<file path="src/rtl/insn_mem_loader_pkg.sv">
// Shared definitions for the instruction-memory boot loader: FSM state
// encoding and the number of stream bytes packed into one instruction word.
package insn_mem_loader_pkg;

   typedef enum logic [2:0] {
      ST_IDLE  = 3'd0,
      ST_LEN0  = 3'd1,
      ST_LEN1  = 3'd2,
      ST_DATA  = 3'd3,
      ST_WRITE = 3'd4,
      ST_DONE  = 3'd5,
      ST_ERR   = 3'd6
   } state_t;

   localparam int INSN_WORD_BYTES = 4;

endpackage

</file>
<file path="src/rtl/insn_mem_loader_byte_packer.sv">
// Little-endian byte packer: assembles four accepted bytes into a 32-bit word,
// first byte in bits 7:0. o_word already includes the byte accepted this cycle.
module insn_mem_loader_byte_packer
   import insn_mem_loader_pkg::*;
(
   input  logic        i_clk,
   input  logic        i_rst,
   input  logic        i_clr,
   input  logic        i_accept,
   input  logic [7:0]  i_byte,
   output logic [31:0] o_word,
   output logic        o_word_full
);

   logic [1:0]  r_cnt;
   logic [31:0] r_word;

   always_ff @(posedge i_clk or posedge i_rst) begin
      if (i_rst) begin
         r_cnt  <= '0;
         r_word <= '0;
      end else if (i_clr) begin
         r_cnt  <= '0;
      end else if (i_accept) begin
         r_word[{r_cnt, 3'b000} +: 8] <= i_byte;
         r_cnt                        <= r_cnt + 2'd1;
      end
   end

   // Bypass the incoming byte so the complete word is visible on the final accept.
   always_comb begin
      o_word = r_word;
      if (i_accept)
         o_word[{r_cnt, 3'b000} +: 8] = i_byte;
   end

   assign o_word_full = i_accept && (r_cnt == 2'(INSN_WORD_BYTES - 1));

endmodule

</file>
<file path="src/rtl/insn_mem_loader.sv">
// Boot-time instruction-memory writer: reads a 16-bit word count and program
// words from a byte stream and issues one aligned write per word, holding the CPU meanwhile.
module insn_mem_loader
   import insn_mem_loader_pkg::*;
#(
   parameter int          DEPTH     = 201,
   parameter logic [31:0] BASE_ADDR = 32'h0000_0000
) (
   input  logic        i_clk,
   input  logic        i_reset,
   input  logic        i_start,
   input  logic [7:0]  i_rx_data,
   input  logic        i_rx_valid,
   output logic        o_rx_ready,
   output logic        o_wr_en,
   output logic [31:0] o_wr_addr,
   output logic [31:0] o_wr_data,
   output logic        o_busy,
   output logic        o_done,
   output logic        o_err,
   output logic        o_cpu_hold
);

   localparam logic [16:0] DEPTH_L = 17'(DEPTH);

   state_t      r_state;
   logic [15:0] r_count;
   logic [15:0] r_word_idx;

   logic        w_accept;
   logic        w_data_acc;
   logic        w_start_ok;
   logic [15:0] w_len;
   logic [15:0] w_idx_next;
   logic [31:0] w_word;
   logic        w_word_full;

   assign w_accept   = i_rx_valid && o_rx_ready;
   assign w_data_acc = w_accept && (r_state == ST_DATA);
   assign w_start_ok = i_start &&
                       ((r_state == ST_IDLE) || (r_state == ST_DONE) || (r_state == ST_ERR));
   assign w_len      = {i_rx_data, r_count[7:0]};
   assign w_idx_next = r_word_idx + 16'd1;

   insn_mem_loader_byte_packer u_packer (
      .i_clk       (i_clk),
      .i_rst       (i_reset),
      .i_clr       (w_start_ok),
      .i_accept    (w_data_acc),
      .i_byte      (i_rx_data),
      .o_word      (w_word),
      .o_word_full (w_word_full)
   );

   // All outputs are registered alongside the state they belong to.
   always_ff @(posedge i_clk or posedge i_reset) begin
      if (i_reset) begin
         r_state    <= ST_IDLE;
         r_count    <= '0;
         r_word_idx <= '0;
         o_rx_ready <= 1'b0;
         o_wr_en    <= 1'b0;
         o_wr_addr  <= BASE_ADDR;
         o_wr_data  <= '0;
         o_busy     <= 1'b0;
         o_done     <= 1'b0;
         o_err      <= 1'b0;
         o_cpu_hold <= 1'b0;
      end else begin
         o_wr_en <= 1'b0;
         case (r_state)
            ST_IDLE, ST_DONE, ST_ERR: begin
               if (i_start) begin
                  r_state    <= ST_LEN0;
                  r_word_idx <= '0;
                  o_done     <= 1'b0;
                  o_err      <= 1'b0;
                  o_rx_ready <= 1'b1;
                  o_busy     <= 1'b1;
                  o_cpu_hold <= 1'b1;
               end
            end
            ST_LEN0: begin
               if (w_accept) begin
                  r_count[7:0] <= i_rx_data;
                  r_state      <= ST_LEN1;
               end
            end
            ST_LEN1: begin
               if (w_accept) begin
                  r_count <= w_len;
                  if (w_len == 16'd0) begin
                     r_state    <= ST_DONE;
                     o_done     <= 1'b1;
                     o_rx_ready <= 1'b0;
                     o_busy     <= 1'b0;
                     o_cpu_hold <= 1'b0;
                  end else if ({1'b0, w_len} > DEPTH_L) begin
                     r_state    <= ST_ERR;
                     o_err      <= 1'b1;
                     o_rx_ready <= 1'b0;
                     o_busy     <= 1'b0;
                  end else begin
                     r_state <= ST_DATA;
                  end
               end
            end
            ST_DATA: begin
               if (w_word_full) begin
                  r_state    <= ST_WRITE;
                  o_rx_ready <= 1'b0;
                  o_wr_en    <= 1'b1;
                  o_wr_data  <= w_word;
                  o_wr_addr  <= BASE_ADDR + {14'd0, r_word_idx, 2'b00};
               end
            end
            ST_WRITE: begin
               r_word_idx <= w_idx_next;
               if (w_idx_next == r_count) begin
                  r_state    <= ST_DONE;
                  o_done     <= 1'b1;
                  o_busy     <= 1'b0;
                  o_cpu_hold <= 1'b0;
               end else begin
                  r_state    <= ST_DATA;
                  o_rx_ready <= 1'b1;
               end
            end
            default: begin
               r_state    <= ST_IDLE;
               o_rx_ready <= 1'b0;
               o_busy     <= 1'b0;
            end
         endcase
      end
   end

endmodule

</file>
<file path="config.mk">
export PLATFORM = sky130hd
export DESIGN_NAME = insn_mem_loader
export DESIGN_NICKNAME = d
export VERILOG_FILES = /design/src/rtl/insn_mem_loader_pkg.sv /design/src/rtl/insn_mem_loader_byte_packer.sv /design/src/rtl/insn_mem_loader.sv
export SDC_FILE = /design/constraint.sdc
export NUM_CORES = 1
export LEC_CHECK = 0
export ABC_CLOCK_PERIOD_IN_PS = 5270
export CAP_MARGIN = 30
export CORE_ASPECT_RATIO = 1.2
export CORE_MARGIN = 2
export CORE_UTILIZATION = 40
export DETAILED_ROUTE_END_ITERATION = 10
export HOLD_SLACK_MARGIN = 0.15
export SETUP_SLACK_MARGIN = 0.4
export SYNTH_ARGS = -nofsm -noshare
export SYNTH_HDL_FRONTEND = slang
export SYNTH_SLANG_ARGS = --single-unit
</file>
<file path="constraint.sdc">
create_clock -name i_clk -period 5.27 [get_ports i_clk]
set_input_delay 1.581 -clock i_clk [delete_from_list [all_inputs] [get_ports i_clk]]
set_output_delay 1.581 -clock i_clk [all_outputs]
set_load 0.05 [all_outputs]
</file>
==> impl_metrics.csv <==
group,metric,value,unit
status,status,"finished, violations left",
status,failed_checks,"DRC",
logic_synthesis,synth_mux_area_frac,0.120,
die,rows,47,
logic_synthesis,synth-xor-area-share,0.0385,
route,vias,4073,
global_routing,grt_max_degree,66,
logic_synthesis,syn_inst,526,
worst_setup_path,reg2reg_depth,6,
power_and_ir_drop,pwr-share-comb,0.031,
place,pre_cts_slack,0.976,ns
sta,finalSetupTns,0,ns
route,wl_per_cell,16.4,um
sta,min_period,3.86,ns
final_layout,layout-drive-gt1-share,0.183,
power_and_ir_drop,p_leak,0.00308,uW
sta,fmax,259,MHz
die,core,13900,sq um
logic_synthesis,postSynthAreaPerCell,10.8,sq um
route,vias_per_cell,5.31,
power_and_ir_drop,power_frac_seq,0.440,
worst_setup_path,crit_fanout,26,
logic_synthesis,synth_flop_cell,"dfrtp_1",
sta,slew_violations,0,
final_layout,antenna_cells,0,
hold_path,min_to,"u_packer.r_word[21]",
cts,clock-sinks,115,
power_and_ir_drop,intPower,1550,uW
flow_run,maxCapViolations,0,
worst_setup_path,startpoint_type,"input port",
sta,rsz0062_at_grt,"no",
cts,cts_tree,"yes",
place,portBuffers,65,
die,start_util,0.410,
final_layout,nets,601,
route,firstDrtPassIters,7,
logic_synthesis,synth_warnings,0,
route,drtIter0Drc,129,
cts,htreeDepth,4,
place,gp_congestion,0.822,
die,die_w,113,um
hold_path,holdCritPathClass,"reg -> reg",
final_layout,final_core_util,0.497,
worst_setup_path,crit_required,5.56,ns
cts,clockBufferDepth,2,
logic_synthesis,syn_area,5690,sq um
cts,cts_inserted_buffers,17,
power_and_ir_drop,p_per_area,291,nW/um^2
route,drc_errors,4,
logic_synthesis,ys_seq_elements,115,
sta,slew_headroom,0.345,
worst_setup_path,rr_startpoint,"r_state[2]",
logic_synthesis,synthAdderAreaFrac,0.0150,
global_routing,grt_usage,0.173,
logic_synthesis,yosysSeqAreaShare,0.506,
global_routing,grt_pass1_wl,20700,um
sta,fin_crit_sh,0.732,
final_layout,syn_to_final_growth,21.3,%
logic_synthesis,synth_edf_count,0,
sta,hold_slack,0.486,ns
sta,finalWorstSetupSlack,1.41,ns
global_routing,grt_pass1_vias,4015,
route,detail_route.wirelength,12600,um
cts,clkTransAtPathRegs,0.05,ns
logic_synthesis,async_flop_share,1.00,
cts,cts_setup_buffers,0,
logic_synthesis,synth_cell_types,57,
logic_synthesis,synth_top_family_by_area,"simple AND/OR/NAND/NOR gates",
global_routing,gr-total-overflow,0,
die,io_pins,82,
sta,worst_pin_slew,0.975,ns
power_and_ir_drop,switching_share,0.229,
worst_setup_path,critical_path_class,"in -> reg",
sta,setup_viol,0,
power_and_ir_drop,power.share.clock,0.529,
worst_setup_path,r2r-end,"o_wr_data[22]",
die,dieArea,15200,sq um
sta,finalHoldViolations,0,
worst_setup_path,worst_setup_path_end_kind,"register",
power_and_ir_drop,p_switching,461,uW
global_routing,antenna_found_initial,0,
logic_synthesis,synthSimpleGateAreaFrac,0.141,
cts,cts_hold_buf,0,
sta,finClkSkew,0.00691,ns
worst_setup_path,critPathArrivalTime,4.15,ns
hold_path,hold_depth,2,
hold_path,min_from,"u_packer.r_word[21]",
cts,clk_latency,0.41,ns
logic_synthesis,synth_compound_area_frac,0.120,
power_and_ir_drop,peakVddDrop,213,uV
cts,postCtsResizedCells,0,
worst_setup_path,r2r_slack,2.25,ns
place,dpl.hpwl,8680,um
route,final_antenna_net_count,0,
die,die_h,135,um
cts,cts-root-buf,"clkbuf_16",
worst max-delay path by stage:
stage,startpoint,to,slack (ns),depth (start not counted)
finish,i_rx_valid,o_wr_data[22],1.41,7
global route,i_rx_valid,o_wr_data[18],1.18,7
CTS,i_rx_valid,o_wr_data[20],1.41,7
detailed placement,i_rx_valid,o_wr_data[20],0.98,7
global placement,i_rx_valid,o_wr_data[21],1.01,7
floorplan,i_reset,o_busy,0.64,1
per-layer routing:
layer | GRT usage | share of wire | up-vias
met4 | 0.0576 | 0.012 | 0
li1 | - | - | 1959
met3 | 0.0485 | 0.049 | 15
met2 | 0.281 | 0.49 | 90
met5 | 0 | 0 | -
met1 | 0.224 | 0.44 | 2009
cell usage after synthesis (3+ instances only):
| master | count | share of area |
|---|---|---|
| and4_4 | 3 | 0.0059 |
| a22o_1 | 10 | 0.015 |
| dfrtp_1 | 115 | 0.51 |
| clkbuf_1 | 9 | 0.0059 |
| nor3b_1 | 3 | 0.0040 |
| a31oi_1 | 5 | 0.0055 |
| nand4_1 | 7 | 0.0077 |
| nand2_1 | 71 | 0.047 |
| ha_1 | 6 | 0.013 |
| o31ai_1 | 10 | 0.013 |
| o21ai_1 | 6 | 0.0053 |
| mux2_2 | 56 | 0.11 |
| buf_4 | 21 | 0.028 |
| nand2b_1 | 5 | 0.0055 |
| mux2i_1 | 5 | 0.0088 |
| nor2b_1 | 6 | 0.0066 |
| o21ai_0 | 45 | 0.040 |
| and4_1 | 3 | 0.0046 |
| a211oi_1 | 3 | 0.0040 |
| o22ai_1 | 7 | 0.0077 |
| a21oi_1 | 12 | 0.011 |
| nor4_1 | 6 | 0.0066 |
| buf_2 | 11 | 0.0097 |
| xnor2_1 | 18 | 0.028 |
| buf_6 | 4 | 0.0079 |
| o21bai_1 | 3 | 0.0040 |
| inv_1 | 8 | 0.0053 |
| and2_1 | 3 | 0.0033 |
| xor2_1 | 4 | 0.0062 |
| nor2_1 | 24 | 0.016 |
| nor3_1 | 3 | 0.0026 |
| nand3_1 | 3 | 0.0026 |
area by class of cell:
cell class,instances,area [sq um]
inverters,10,40.0
clock inverters,13,113
flip-flops and latches,115,2880
clock buffers,19,443
well taps,171,214
fillers,1265,6980
repair buffers,69,678
multi-input cells,370,2530
kinds of logic (layout without fill, tap and decap cells):
group	count (synthesis)	count (layout)
flip-flops	115	115
XOR/XNOR	23	23
AO/OA/AOI/OAI	111	111
other	1	16
AND/OR/NAND/NOR	152	152
adder cells (fa/ha/maj)	7	7
multiplexers	61	61
buffers and inverters	56	111
stage by stage:
stage,cell area [sq um],instances,power [uW]
after floorplan,5750,541,949
after global placement,6340,734,963
after detailed placement,6340,735,964
after CTS,6900,767,2030
after global routing,6900,767,2080
final,6900,767,2010
worst max-delay path: stages:
cell and delay, ns:
clkdlybuf4s50_1 0.42, nand2_1 0.26, nor3_4 0.11, nand2_2 0.08, buf_4 0.33, clkinv_1 0.79, mux2_2 0.55
sequential cells by signal, summed over array words and instances (netlist names):
register         cells
o_busy               1
o_cpu_hold           1
o_done               1
o_err                1
o_rx_ready           1
o_wr_addr           16
o_wr_data           32
o_wr_en              1
r_count             16
r_state              3
r_word_idx          16
u_packer.r_cnt       2
u_packer.r_word     24
power by group through the flow:
| stage | Combinational (uW) | Clock [uW] | Sequential, uW |
|---|---|---|---|
| finish | 63.1 | 1060 | 884 |
| floorplan | 49.8 | 0 | 899 |
| CTS | 64.5 | 1090 | 884 |
| detailed placement | 64.6 | 0 | 899 |
| global placement | 63.8 | 0 | 899 |
| global route | 69.0 | 1120 | 883 |
cell usage in the layout (no fill, tap or decap), types with 7 or more instances in the layout:
master / count
a21oi_1: 12
a22o_1: 10
clkbuf_16: 17
clkdlybuf4s50_1: 65
conb_1: 16
dfrtp_1: 115
inv_1: 7
mux2_2: 56
nand2_1: 71
nand4_1: 7
nor2_1: 24
o21ai_0: 45
o22ai_1: 7
o31ai_1: 10
xnor2_1: 18
Note: power is estimated with default switching activity, not from simulation.
